### config.mk
export PLATFORM = sky130hd
export DESIGN_NAME = simon_sequence_player
export DESIGN_NICKNAME = d
export VERILOG_FILES = /design/src/rtl/simon_sequence_player.sv
export SDC_FILE = /design/constraint.sdc
export NUM_CORES = 1
export LEC_CHECK = 0
export ABC_AREA = 0
export CORE_ASPECT_RATIO = 1.4
export CORE_MARGIN = 1.5
export CORE_UTILIZATION = 45
export DETAILED_ROUTE_END_ITERATION = 16
export PLACE_DENSITY = 0.69
export SYNTH_ARGS = -nofsm -noshare
export SYNTH_HDL_FRONTEND = slang
export SYNTH_SLANG_ARGS = --single-unit
### constraint.sdc
create_clock -name clk -period 2.6 [get_ports clk]
set_input_delay 0.26 -clock clk [delete_from_list [all_inputs] [get_ports clk]]
set_output_delay 0.26 -clock clk [all_outputs]
set_load 0.01 [all_outputs]
### src/rtl/simon_sequence_player.sv
`default_nettype none
// ============================================================================
// Module   : simon_sequence_player
// Brief    : Simon sequencer: plays the generator's colour sequence on the LEDs,
//            then checks button presses against a replay of it. An input
//            timeout is added when SIMON_INPUT_TIMEOUT_EN is defined.
// Revision : 1.0
// ============================================================================
module simon_sequence_player #(
    parameter int MAX_LEN        = 32,
    parameter int LEN_W          = 6,
    parameter int SHOW_CYCLES    = 8,
    parameter int GAP_CYCLES     = 4,
    parameter int TIMEOUT_CYCLES = 1024
) (
    input  logic             clk,
    input  logic             reset,
    input  logic             start,
    input  logic [3:0]       rnd,
    input  logic [3:0]       btn,
    output logic             lfsr_step,
    output logic             lfsr_rerun,
    output logic [3:0]       led,
    output logic [LEN_W-1:0] level,
    output logic             busy,
    output logic             game_over,
    output logic             win
);

    localparam int c_cnt_max = (SHOW_CYCLES > GAP_CYCLES) ? SHOW_CYCLES : GAP_CYCLES;
    localparam int c_cnt_w   = $clog2(c_cnt_max + 1);

    typedef enum logic [3:0] {
        ST_IDLE      = 4'd0,
        ST_SEED_SHOW = 4'd1,
        ST_SHOW_ON   = 4'd2,
        ST_SHOW_STEP = 4'd3,
        ST_SHOW_GAP  = 4'd4,
        ST_SEED_IN   = 4'd5,
        ST_WAIT_IN   = 4'd6,
        ST_IN_STEP   = 4'd7,
        ST_LOSE      = 4'd8,
        ST_WIN       = 4'd9
    } state_t;

    state_t             state_q, state_d;
    logic [LEN_W-1:0]   level_q, level_d;
    logic [LEN_W-1:0]   idx_q, idx_d;
    logic [c_cnt_w-1:0] cnt_q, cnt_d;

`ifdef SIMON_INPUT_TIMEOUT_EN
    localparam int c_tmr_w = $clog2(TIMEOUT_CYCLES + 1);
    logic [c_tmr_w-1:0] tmr_q, tmr_d;
`else
    localparam int c_unused_timeout = TIMEOUT_CYCLES;
`endif

    logic [3:0]       w_colour;
    logic [LEN_W-1:0] w_idx_inc;
    logic             w_unused_rnd;

    assign w_colour     = 4'b0001 << rnd[1:0];
    assign w_idx_inc    = idx_q + LEN_W'(1);
    assign w_unused_rnd = ^rnd[3:2];

    always_ff @(posedge clk) begin
        if (reset) begin
            state_q <= ST_IDLE;
            level_q <= '0;
            idx_q   <= '0;
            cnt_q   <= '0;
`ifdef SIMON_INPUT_TIMEOUT_EN
            tmr_q   <= '0;
`endif
        end else begin
            state_q <= state_d;
            level_q <= level_d;
            idx_q   <= idx_d;
            cnt_q   <= cnt_d;
`ifdef SIMON_INPUT_TIMEOUT_EN
            tmr_q   <= tmr_d;
`endif
        end
    end

    always_comb begin
        state_d = state_q;
        level_d = level_q;
        idx_d   = idx_q;
        cnt_d   = cnt_q;
`ifdef SIMON_INPUT_TIMEOUT_EN
        tmr_d   = tmr_q;
`endif
        case (state_q)
            ST_IDLE, ST_LOSE, ST_WIN: begin
                if (start) begin
                    state_d = ST_SEED_SHOW;
                    level_d = LEN_W'(1);
                end
            end
            ST_SEED_SHOW: begin
                idx_d   = '0;
                cnt_d   = '0;
                state_d = ST_SHOW_ON;
            end
            ST_SHOW_ON: begin
                if (cnt_q == c_cnt_w'(SHOW_CYCLES - 1)) begin
                    cnt_d   = '0;
                    state_d = ST_SHOW_STEP;
                end else begin
                    cnt_d = cnt_q + c_cnt_w'(1);
                end
            end
            ST_SHOW_STEP: begin
                idx_d   = w_idx_inc;
                cnt_d   = '0;
                state_d = ST_SHOW_GAP;
            end
            ST_SHOW_GAP: begin
                if (cnt_q == c_cnt_w'(GAP_CYCLES - 1)) begin
                    cnt_d   = '0;
                    state_d = (idx_q == level_q) ? ST_SEED_IN : ST_SHOW_ON;
                end else begin
                    cnt_d = cnt_q + c_cnt_w'(1);
                end
            end
            ST_SEED_IN: begin
                idx_d   = '0;
                state_d = ST_WAIT_IN;
`ifdef SIMON_INPUT_TIMEOUT_EN
                tmr_d   = '0;
`endif
            end
            ST_WAIT_IN: begin
                // A press always wins over a timer expiring in the same cycle.
                if (btn != 4'd0) begin
                    if (btn == w_colour) begin
                        state_d = ST_IN_STEP;
`ifdef SIMON_INPUT_TIMEOUT_EN
                        tmr_d   = '0;
`endif
                    end else begin
                        state_d = ST_LOSE;
                    end
                end
`ifdef SIMON_INPUT_TIMEOUT_EN
                else if (tmr_q == c_tmr_w'(TIMEOUT_CYCLES - 1)) begin
                    state_d = ST_LOSE;
                end else begin
                    tmr_d = tmr_q + c_tmr_w'(1);
                end
`endif
            end
            ST_IN_STEP: begin
                idx_d = w_idx_inc;
                if (w_idx_inc < level_q) begin
                    state_d = ST_WAIT_IN;
`ifdef SIMON_INPUT_TIMEOUT_EN
                    tmr_d   = '0;
`endif
                end else if (level_q == LEN_W'(MAX_LEN)) begin
                    state_d = ST_WIN;
                end else begin
                    level_d = level_q + LEN_W'(1);
                    state_d = ST_SEED_SHOW;
                end
            end
            default: state_d = ST_IDLE;
        endcase
    end

    // rnd is the generator's own register output; led only gates it by state.
    assign led        = (state_q == ST_SHOW_ON) ? w_colour : 4'd0;
    assign lfsr_step  = (state_q == ST_SHOW_STEP) || (state_q == ST_IN_STEP);
    assign lfsr_rerun = (state_q == ST_SEED_SHOW) || (state_q == ST_SEED_IN);
    assign level      = level_q;
    assign busy       = (state_q != ST_IDLE) && (state_q != ST_LOSE) && (state_q != ST_WIN);
    assign game_over  = (state_q == ST_LOSE);
    assign win        = (state_q == ST_WIN);

endmodule
`default_nettype wire

==> Implementation_results.wiki <==
{| class="wikitable"
! Metric !! Value
|-
| Run status || complete, no violations
|-
| Nets in the synthesized netlist || 211
|-
| Data arrival time at the worst-slack endpoint || 2.62 ns
|-
| DR vias/cell || 5.960
|-
| Flops & latches, synth || 20
|-
| Sequential share of the synthesized area || 25.44%
|-
| Synth-to-Final Area Change || 20.83%
|-
| Fraction of the cycle the final worst path needs || 96.09%
|-
| Count of unresolved DRC violations after routing || 0
|-
| Fin. Hold Viols || 0
|-
| Peak supply drop || 0.0003686 V
|-
| Initial antenna violation count || 0
|-
| Highest achievable clock rate || 0.4003 GHz
|-
| Maximum number of pins on one net before global-route repair || 18
|-
| Total Negative Setup Slacks || 0 ns
|-
| Wire length per cell || 15.32 um
|-
| Effective utilization at floorplan || 47.03%
|-
| Most common library cell in the layout ignoring fill and taps || clkdlybuf4s50_1
|-
| Clock latency of the later-clocked register in the worst-skew pair || 0.25 ns
|-
| Endpoint kind of the worst setup timing path || flip-flop
|-
| Number of placed I/O pins || 26
|-
| Post-synthesis instance total || 190
|-
| Post-synthesis cell area || 1574 um^2
|-
| Most used DFF post-synth || dfxtp_1
|-
| Number of flops mapped to enable cells by yosys || 0
|-
| Worst setup path class || flip-flop to flip-flop
|-
| Slowest cell on crit path || dfxtp_1
|-
| CP cell instances || and3_1, nand3_1, xnor2_1, ha_1, and2_0, o2111ai_1, and3_2, o311ai_0, o41ai_1
|-
| Number of inserted filler cells in the final layout || 308
|-
| Max-cap viol count || 0
|-
| Die outline area || 3867 um^2
|-
| Number of detailed-route iterations in the first pass || 4
|-
| Total via count in the routed design || 1,490
|-
| Number of global-route vias before repair || 1,471
|-
| Req. time, crit path || 2.72 ns
|-
| Area of the core region || 3347 um^2
|-
| Async SR Flop Fraction || 0%
|-
| Type of element launching the critical path || flip-flop
|-
| Maximum level of the CTS H-tree || 1
|-
| Minimum clock period after layout || 2.498 ns
|-
| Tightest slew margin relative to the limit || 57.67%
|-
| Number of synthesis warnings || 0
|-
| Hold slack final || 0.4915 ns
|-
| TritonCTS sink count || 20
|-
| Number of input and output port buffers inserted || 23
|-
| Residual antenna-violating net count after detailed routing || 0
|-
| Longest Clk Path Bufs || 2
|-
| Most frequent cells in the layout || clkdlybuf4s50_1, dfxtp_1, nor2_1, nand2_1
|-
| Placement row count || 25
|-
| Root cell of the clock tree || clkbuf_8
|-
| Final net count || 232
|-
| Clock input transition at the sequential cells of the worst setup and hold paths || 0.08 ns
|-
| Inserted Clock Buffers || 3
|-
| Hold-fix buffers at CTS || 0
|-
| Stage delay of the slowest cell on the critical path || 0.44 ns
|-
| Detailed router's first-iteration violation count || 44
|-
| Chip Height || 72.98 um
|-
| Maximum clock skew at final layout || 0.003711 ns
|-
| DRT Wirelength || 3829 um
|-
| Number of antenna diodes || 0
|-
| First-pass GRT wire length || 6334 um
|-
| Leakage power total || 0.7175 nW
|-
| Gpl congestion || 0.9223
|-
| Post-CTS setup repair buffer count || 0
|-
| Class of the tightest hold or removal check || flip-flop to flip-flop
|-
| Slew Viols, Final || 0
|-
| Total congestion overflow || 0
|-
| Fraction of final layout cells with drive strength greater than 1 || 10.00%
|-
| Worst-margin pin slew || 0.6319 ns
|-
| Power Dens Cells || 651.9 nW/um^2
|-
| Cell family contributing the most delay on the critical path || simple AND/OR/NAND/NOR gates
|-
| Final setup violation count || 0
|-
| Detailed-placement wirelength estimate || 2906 um
|-
| Crit path max fanout || 9
|-
| Sum of buffers and inverters on the critical path || 0
|-
| TritonCTS clock tree || done
|-
| Number of distinct standard cells referenced by the synthesized netlist || 57
|-
| Width of the chip || 52.99 um
|-
| Total global-route track usage || 21.44%
|-
| Average instance area after synthesis || 8.284 um^2
|}
## cell usage after synthesis (all sizes together), types with 4 or more instances
library cell | count | share of area, %
inv | 7 | 1.7
o21ai | 7 | 2.2
a21oi | 12 | 4.8
and3 | 4 | 1.6
nor3b | 6 | 3.2
nand2 | 14 | 3.3
xnor2 | 4 | 2.2
ha | 10 | 7.9
clkbuf | 5 | 1.2
buf | 6 | 2.1
dfxtp | 20 | 25
mux2i | 4 | 2.5
nand3 | 8 | 2.5
a22oi | 4 | 1.9
xor2 | 9 | 5.0
nor3 | 6 | 1.9
nor2 | 14 | 3.3
## where the power goes
| part | total (mW) | internal (mW) | switching (mW) |
|---|---|---|---|
| clock network | 0.237 | 0.135 | 0.102 |
| logic | 0.607 | 0.277 | 0.329 |
| registers | 0.396 | 0.339 | 0.0573 |
| total | 1.24 | 0.751 | 0.489 |
## repair_timing
item,4_1_cts,5_1_grt
endpoints found under the setup margin,0,8
endpoints found under the hold margin,0,0
resized for setup,0,3
## path summary, 6_finish.rpt
| check | cells after the start | to | slack [ns] | start |
|---|---|---|---|---|
| worst min-delay path | 2 | cnt_q[1] | 0.49 | cnt_q[1] |
| worst max register to register | 9 | level[3] | 0.10 | idx_q[0] |
| worst min register to register | 2 | cnt_q[1] | 0.49 | cnt_q[1] |
| worst max-delay path | 9 | level[3] | 0.10 | idx_q[0] |
## sequential cells by signal (all words and copies together), names as in the netlist
register	cells
state_q	4
level	6
cnt_q	4
idx_q	6
## per-layer routing
layer / vias up / global-route usage [%] / share of wire [%]
met1: 701 / 24.55 / 42
met3: 13 / 2.459 / 2.6
met2: 37 / 38.75 / 53
met4: 0 / 9.402 / 2.9
met5: - / 0 / 0
li1: 739 / - / -
## per-stage QoR
step | instances | utilization [%] | setup slack (ns) | power, mW | cell area [um^2]
after floorplan | 190 | - | 0.3305 | 0.8438 | 1574
after global placement | 246 | 54.77 | 0.1467 | 0.9879 | 1833
after detailed placement | 246 | 54.77 | 0.08863 | 1.007 | 1833
after CTS | 250 | 56.41 | 0.05285 | 1.251 | 1888
after global routing | 250 | 56.82 | -0.03273 | 1.331 | 1902
final | 250 | 56.82 | 0.1017 | 1.240 | 1902
## area by class of cell
class	instances	area, um^2	share of cell area [%]
clock buffers	4	55.05	2.895
inverters	7	26.28	1.382
multi-input cells	152	1110	58.36
flip-flops and latches	20	400.4	21.05
well taps	40	50.05	2.632
repair buffers	27	260.3	13.68
## worst reg2reg max path, delay by kind of cell, from the launching register on
kind | cells | cell delay (ns)
AOI/OAI and AO/OA | 3 | 0.66
xor gates and xnor gates | 1 | 0.17
adders and majority gates | 1 | 0.32
DFF | 1 | 0.44
and+or+nand+nor | 4 | 0.77
## cells by family (layout without fill, tap and decap cells)
| group | count (synthesis) | in the layout | synth area share (%) |
|---|---|---|---|
| xor gates and xnor gates | 13 | 13 | 7.234 |
| and+or+nand+nor | 82 | 82 | 30.84 |
| AOI/OAI and AO/OA | 43 | 43 | 21.07 |
| muxes | 4 | 4 | 2.544 |
| buffers and inverters | 18 | 38 | 4.929 |
| adders and majority gates | 10 | 10 | 7.949 |
| DFF | 20 | 20 | 25.44 |
Note: power is estimated with default switching activity, not from simulation.
